<file path="src/rtl/gowin_rpll_if.sv">
// gowin_rpll_if: generated clock outputs of gowin_rpll (clkout, lock, clkoutd)
interface gowin_rpll_if;
    logic clkout;
    logic lock;
    logic clkoutd;
    modport master (output clkout, lock, clkoutd);
    modport slave (input clkout, lock, clkoutd);
endinterface

</file>
<file path="src/rtl/gowin_rpll.sv">
// gowin_rpll: NCO clock generator, clkout averages f_clkin*MULT/DIV with sticky lock.
// Define GOWIN_RPLL_CLKOUTD_EN to build the clkout/SDIV secondary output clkoutd.
module gowin_rpll #(
    parameter int MULT = 1,
    parameter int DIV = 2,
    parameter int LOCK_CYCLES = 16,
    parameter int SDIV = 2
) (
    input logic clkin,
    input logic reset,
    gowin_rpll_if.master pll
);
    if (MULT < 1 || MULT > 32767 || DIV < 2 * MULT || DIV > 65535 ||
        LOCK_CYCLES < 1 || LOCK_CYCLES > 65535 ||
        SDIV < 2 || SDIV > 128 || (SDIV % 2) != 0) begin : g_bad_params
        $error("gowin_rpll: illegal parameters MULT=%0d DIV=%0d LOCK_CYCLES=%0d SDIV=%0d",
               MULT, DIV, LOCK_CYCLES, SDIV);
    end
    logic [15:0] acc_q, acc_d, lcnt_q, lcnt_d;
    logic clkout_q, clkout_d, lock_q, lock_d;
    logic [16:0] sum;
    logic wrap, rise;
    // 2*MULT <= DIV, so the accumulator wraps at most once per clkin cycle
    always_comb begin
        sum = {1'b0, acc_q} + 17'(2 * MULT);
        wrap = sum >= 17'(DIV);
        rise = wrap && !clkout_q;
        acc_d = wrap ? 16'(sum - 17'(DIV)) : sum[15:0];
        clkout_d = clkout_q ^ wrap;
        lcnt_d = (rise && lcnt_q != 16'(LOCK_CYCLES)) ? lcnt_q + 16'd1 : lcnt_q;
        lock_d = lock_q | (rise && lcnt_q == 16'(LOCK_CYCLES - 1));
    end
    always_ff @(posedge clkin or posedge reset) begin
        if (reset) begin
            acc_q <= '0;
            clkout_q <= 1'b0;
            lcnt_q <= '0;
            lock_q <= 1'b0;
        end else begin
            acc_q <= acc_d;
            clkout_q <= clkout_d;
            lcnt_q <= lcnt_d;
            lock_q <= lock_d;
        end
    end
    assign pll.clkout = clkout_q;
    assign pll.lock = lock_q;
`ifdef GOWIN_RPLL_CLKOUTD_EN
    logic [6:0] dcnt_q, dcnt_d;
    logic clkoutd_q, clkoutd_d;
    logic dwrap;
    always_comb begin
        dwrap = rise && dcnt_q == 7'(SDIV / 2 - 1);
        dcnt_d = rise ? (dwrap ? 7'd0 : dcnt_q + 7'd1) : dcnt_q;
        clkoutd_d = clkoutd_q ^ dwrap;
    end
    always_ff @(posedge clkin or posedge reset) begin
        if (reset) begin
            dcnt_q <= '0;
            clkoutd_q <= 1'b0;
        end else begin
            dcnt_q <= dcnt_d;
            clkoutd_q <= clkoutd_d;
        end
    end
    assign pll.clkoutd = clkoutd_q;
`else
    assign pll.clkoutd = 1'b0;
`endif
endmodule

</file>
<file path="src/flat_wrapper.sv">
// flat-port wrapper written by rule: the top's interface ports become plain ports
module gowin_rpll_flat 
#(
    parameter int MULT = 1,
    parameter int DIV = 2,
    parameter int LOCK_CYCLES = 16,
    parameter int SDIV = 2
)
  (clkin, reset, pll_clkout, pll_lock, pll_clkoutd);
  gowin_rpll_if pll_i ();
  input logic clkin;
  input logic reset;
  output wire logic [$bits(pll_i.clkout)-1:0] pll_clkout;
  output wire logic [$bits(pll_i.lock)-1:0] pll_lock;
  output wire logic [$bits(pll_i.clkoutd)-1:0] pll_clkoutd;
  assign pll_clkout = pll_i.clkout;
  assign pll_lock = pll_i.lock;
  assign pll_clkoutd = pll_i.clkoutd;
  gowin_rpll #(.MULT(MULT), .DIV(DIV), .LOCK_CYCLES(LOCK_CYCLES), .SDIV(SDIV)) u_core (.clkin(clkin), .reset(reset), .pll(pll_i));
endmodule
</file>
<file path="config.mk">
export PLATFORM = sky130hd
export DESIGN_NAME = gowin_rpll_flat
export DESIGN_NICKNAME = d
export VERILOG_FILES = /design/src/rtl/gowin_rpll_if.sv /design/src/rtl/gowin_rpll.sv /design/src/flat_wrapper.sv
export SDC_FILE = /design/constraint.sdc
export NUM_CORES = 1
export LEC_CHECK = 0
export CORE_MARGIN = 5
export CORE_UTILIZATION = 62
export DETAILED_ROUTE_END_ITERATION = 8
export PLACE_DENSITY = 0.84
export SYNTH_ARGS = -nofsm -noshare
export SYNTH_HDL_FRONTEND = slang
export SYNTH_SLANG_ARGS = --single-unit
</file>
<file path="constraint.sdc">
create_clock -name clkin -period 3.6 [get_ports clkin]
set_input_delay 0.72 -clock clkin [delete_from_list [all_inputs] [get_ports clkin]]
set_output_delay 0.72 -clock clkin [all_outputs]
set_load 0.005 [all_outputs]
</file>
==> reports/metrics.yaml <==
floorplanning:
  initial_core_util_pct: 64.9
  io_pins: 5
  rows: 21
  fp.dieH_microns: 69.5
  core_area_sq_um: 3390
  die_x_microns: 69.5
  die_area_sq_um: 4840
global_routing:
  first_global_vias: 1696
  antenna_found_initial: 0
  busiest_layer: "met2"
  grt_overflow_total: 0
  grt_first_pass_wirelength_microns: 7950
  grt_usage_pct: 20.3
  use_met3_pct: 3.91
  grtUsageMet1_pct: 26.1
  grt_max_degree: 34
  grt_use_met2_pct: 34.3
flow_run:
  cap_viol_max_count: 0
clock_tree:
  cts_hold_buf: 0
  cts_resized: 0
  clk-insertion-delay-late_ns: 0.33
  cts_tree: "yes"
  clock_path_buffers: 2
  cts_setup_buffers: 0
  htreeDepth: 2
  path_clk_slew_ns: 0.10
  clock-sinks: 33
  clockRootBuffer: "clkbuf_4"
  cts-buffers-inserted: 5
timing:
  slew_headroom_pct: 45.2
  tightest_slew_ns: 0.814
  hold_violations: 0
  timing.final.crit_share_pct: 88.4
  layout_setup_ws_ns: 0.419
  finalSetupTns_ns: 0
  hold_ws_ns: 0.472
  rsz0062_at_grt: "no"
  period_needed_ns: 3.18
  setup_viol: 0
  max_clock_freq_mhz: 314
  slew_violations: 0
  finClkSkew_ns: 0.00692
critical_path:
  crit_arrival_ns: 3.39
  worstReg2RegStart: "u_core.acc_q[2]"
  path_class: "reg2reg"
  worstSetupEndpointType: "register"
  path_max_fanout: 8
  r2r_end: "u_core.lcnt_q[14]"
  ff2ff_setup_slack_ns: 0.42
  ff2ff_path_depth: 13
  required_ns: 3.81
  start_kind: "register"
route:
  wl_per_cell_microns: 15.8
  num_vias: 1794
  avgViaCountPerCell: 6.14
  drtIter0Drc: 188
  dr.pass1.iters: 4
  drc: 0
  wirelength_microns: 4620
  antenna_left: 0
final_layout:
  layout_common_cells: "33 x dfrtp_1, 24 x nand2_1, 23 x xnor2_1"
  drive_gt1_share_pct: 9.35
  diodes: 0
  area_growth_pct: 5.58
  mostFrequentLayoutCell: "dfrtp_1"
  register_area_sq_um: 826
  multi_input_area_sq_um: 1250
  fillCellCount: 271
  nets: 254
yosys:
  syn_area_sq_um: 2200
  syn-num-nets: 249
  yosysTopAreaCellShare_pct: 37.6
  netlist_instances: 241
  yosys_warnings: 0
  synth_edf_count: 0
  ys_types: 57
  synth_ff_type: "dfrtp_1"
  ys_seq_area_share_pct: 37.6
  yosysTopAreaCell: "dfrtp_1"
  synth_area_leaders: "dfrtp_1 38%, xnor2_1 9.2%, nand2_1 4.1%, xor2_1 4.0%, ha_1 3.4%"
  syn_avg_cell_area_sq_um: 9.12
  ys_seq_elements: 33
  async_flop_share_pct: 100
run_status:
  status: "completed"
pwr:
  p_per_area_nw_per_um2: 255
  p_leak_nw: 1.07
  max-vdd-ir-drop_mv: 0.269
placed_design:
  gp_congestion: 0.974
  portBuffers: 3
  hpwl_microns: 3390
  pre_cts_slack_ns: 0.458
hold_path:
  whs_path_depth: 2
  hold_path_startpoint: "u_core.pll.lock"
  min_path_type: "reg2reg"
  min_delay_worst_endpoint: "u_core.pll.lock"
[flip-flops by register name, indices dropped and copies added, names as in the netlist]
name               cells
u_core.acc_q          15
u_core.lcnt_q         16
u_core.pll.clkout      1
u_core.pll.lock        1
[layout make-up]
class,instances,share of cell area (%)
tap,46,2.48
clock inverter,1,0.323
inverter,15,2.43
sequential,33,35.6
clock buffer,6,2.21
multi-input combinational,182,53.7
timing repair buffer,9,3.23
[cell families (layout without fill, tap and decap cells)]
logic type,Yosys count,after routing,share of synthesized area [%]
simple gates,93,93,23.3
xor+xnor,33,33,13.1
compound gates,46,46,15.3
flops,33,33,37.6
other cells,1,1,0.171
fa+ha+maj,6,6,3.41
buf+inv,26,31,5.69
mux,3,3,1.42
[per-stage QoR]
| step | area, sq um | power (W) | util, % | std cells |
|---|---|---|---|---|
| 3_5_place_dp | 2260 | 0.000387 | 66.7 | 285 |
| 5_1_grt | 2320 | 0.000623 | 68.5 | 292 |
| 6_report | 2320 | 0.000592 | 68.5 | 292 |
| 4_1_cts | 2320 | 0.000601 | 68.5 | 292 |
| 2_1_floorplan | 2200 | 0.000384 | - | 241 |
| 3_3_place_gp | 2260 | 0.000387 | 66.7 | 285 |
[critical path, stage by stage (launching register included)]
cell      delay (ns)
dfrtp_1         0.37
ha_1            0.32
and4_1          0.33
nand4_1         0.15
a2111o_1        0.48
o21a_1          0.25
nor3_4          0.20
inv_2           0.08
ha_1            0.22
nand4_1         0.15
inv_1           0.05
nand3_1         0.20
nor3_1          0.10
xor2_1          0.15
[Yosys cell counts, types with 2 or more instances]
cell	number
dfrtp_1	33
nand2_1	24
xnor2_1	23
inv_1	14
nor2_1	14
nand3_1	12
xor2_1	10
nand4_1	9
o21ai_0	9
a21oi_1	7
ha_1	6
nor3_1	5
and3_1	4
buf_2	4
buf_4	4
nor4_1	4
and4_1	3
nor2b_1	3
o21a_1	3
o21ai_1	3
o31ai_1	3
a21boi_0	2
a31oi_1	2
and2_1	2
mux2i_1	2
nand2b_1	2
o211a_1	2
o211ai_1	2
or3_1	2
[report_power, final]
part | switching, W | internal (W) | total [W]
logic | 0.00000725 | 0.00000174 | 0.00000899
clock network | 0.000122 | 0.0000913 | 0.000213
registers | 0 | 0.000370 | 0.000370
[worst max path at each step]
stage / endpoint / start / cells past startpoint / slack [ns]
5_1_grt: u_core.lcnt_q[14] / u_core.acc_q[2] / 13 / 0.21
4_1_cts: u_core.lcnt_q[14] / u_core.acc_q[2] / 13 / 0.43
3_3_place_gp: u_core.lcnt_q[14] / u_core.acc_q[1] / 13 / 0.56
2_1_floorplan: u_core.lcnt_q[14] / u_core.acc_q[2] / 14 / 0.62
6_report: u_core.lcnt_q[14] / u_core.acc_q[2] / 13 / 0.42
3_5_place_dp: u_core.lcnt_q[14] / u_core.acc_q[2] / 13 / 0.46
[per-layer routing]
layer,share of wire [%],wire length [microns]
met1,46,2150
met2,48,2230
met3,4.2,193
met4,1.1,53
met5,0,0
Power figures use the tool's default switching activity.
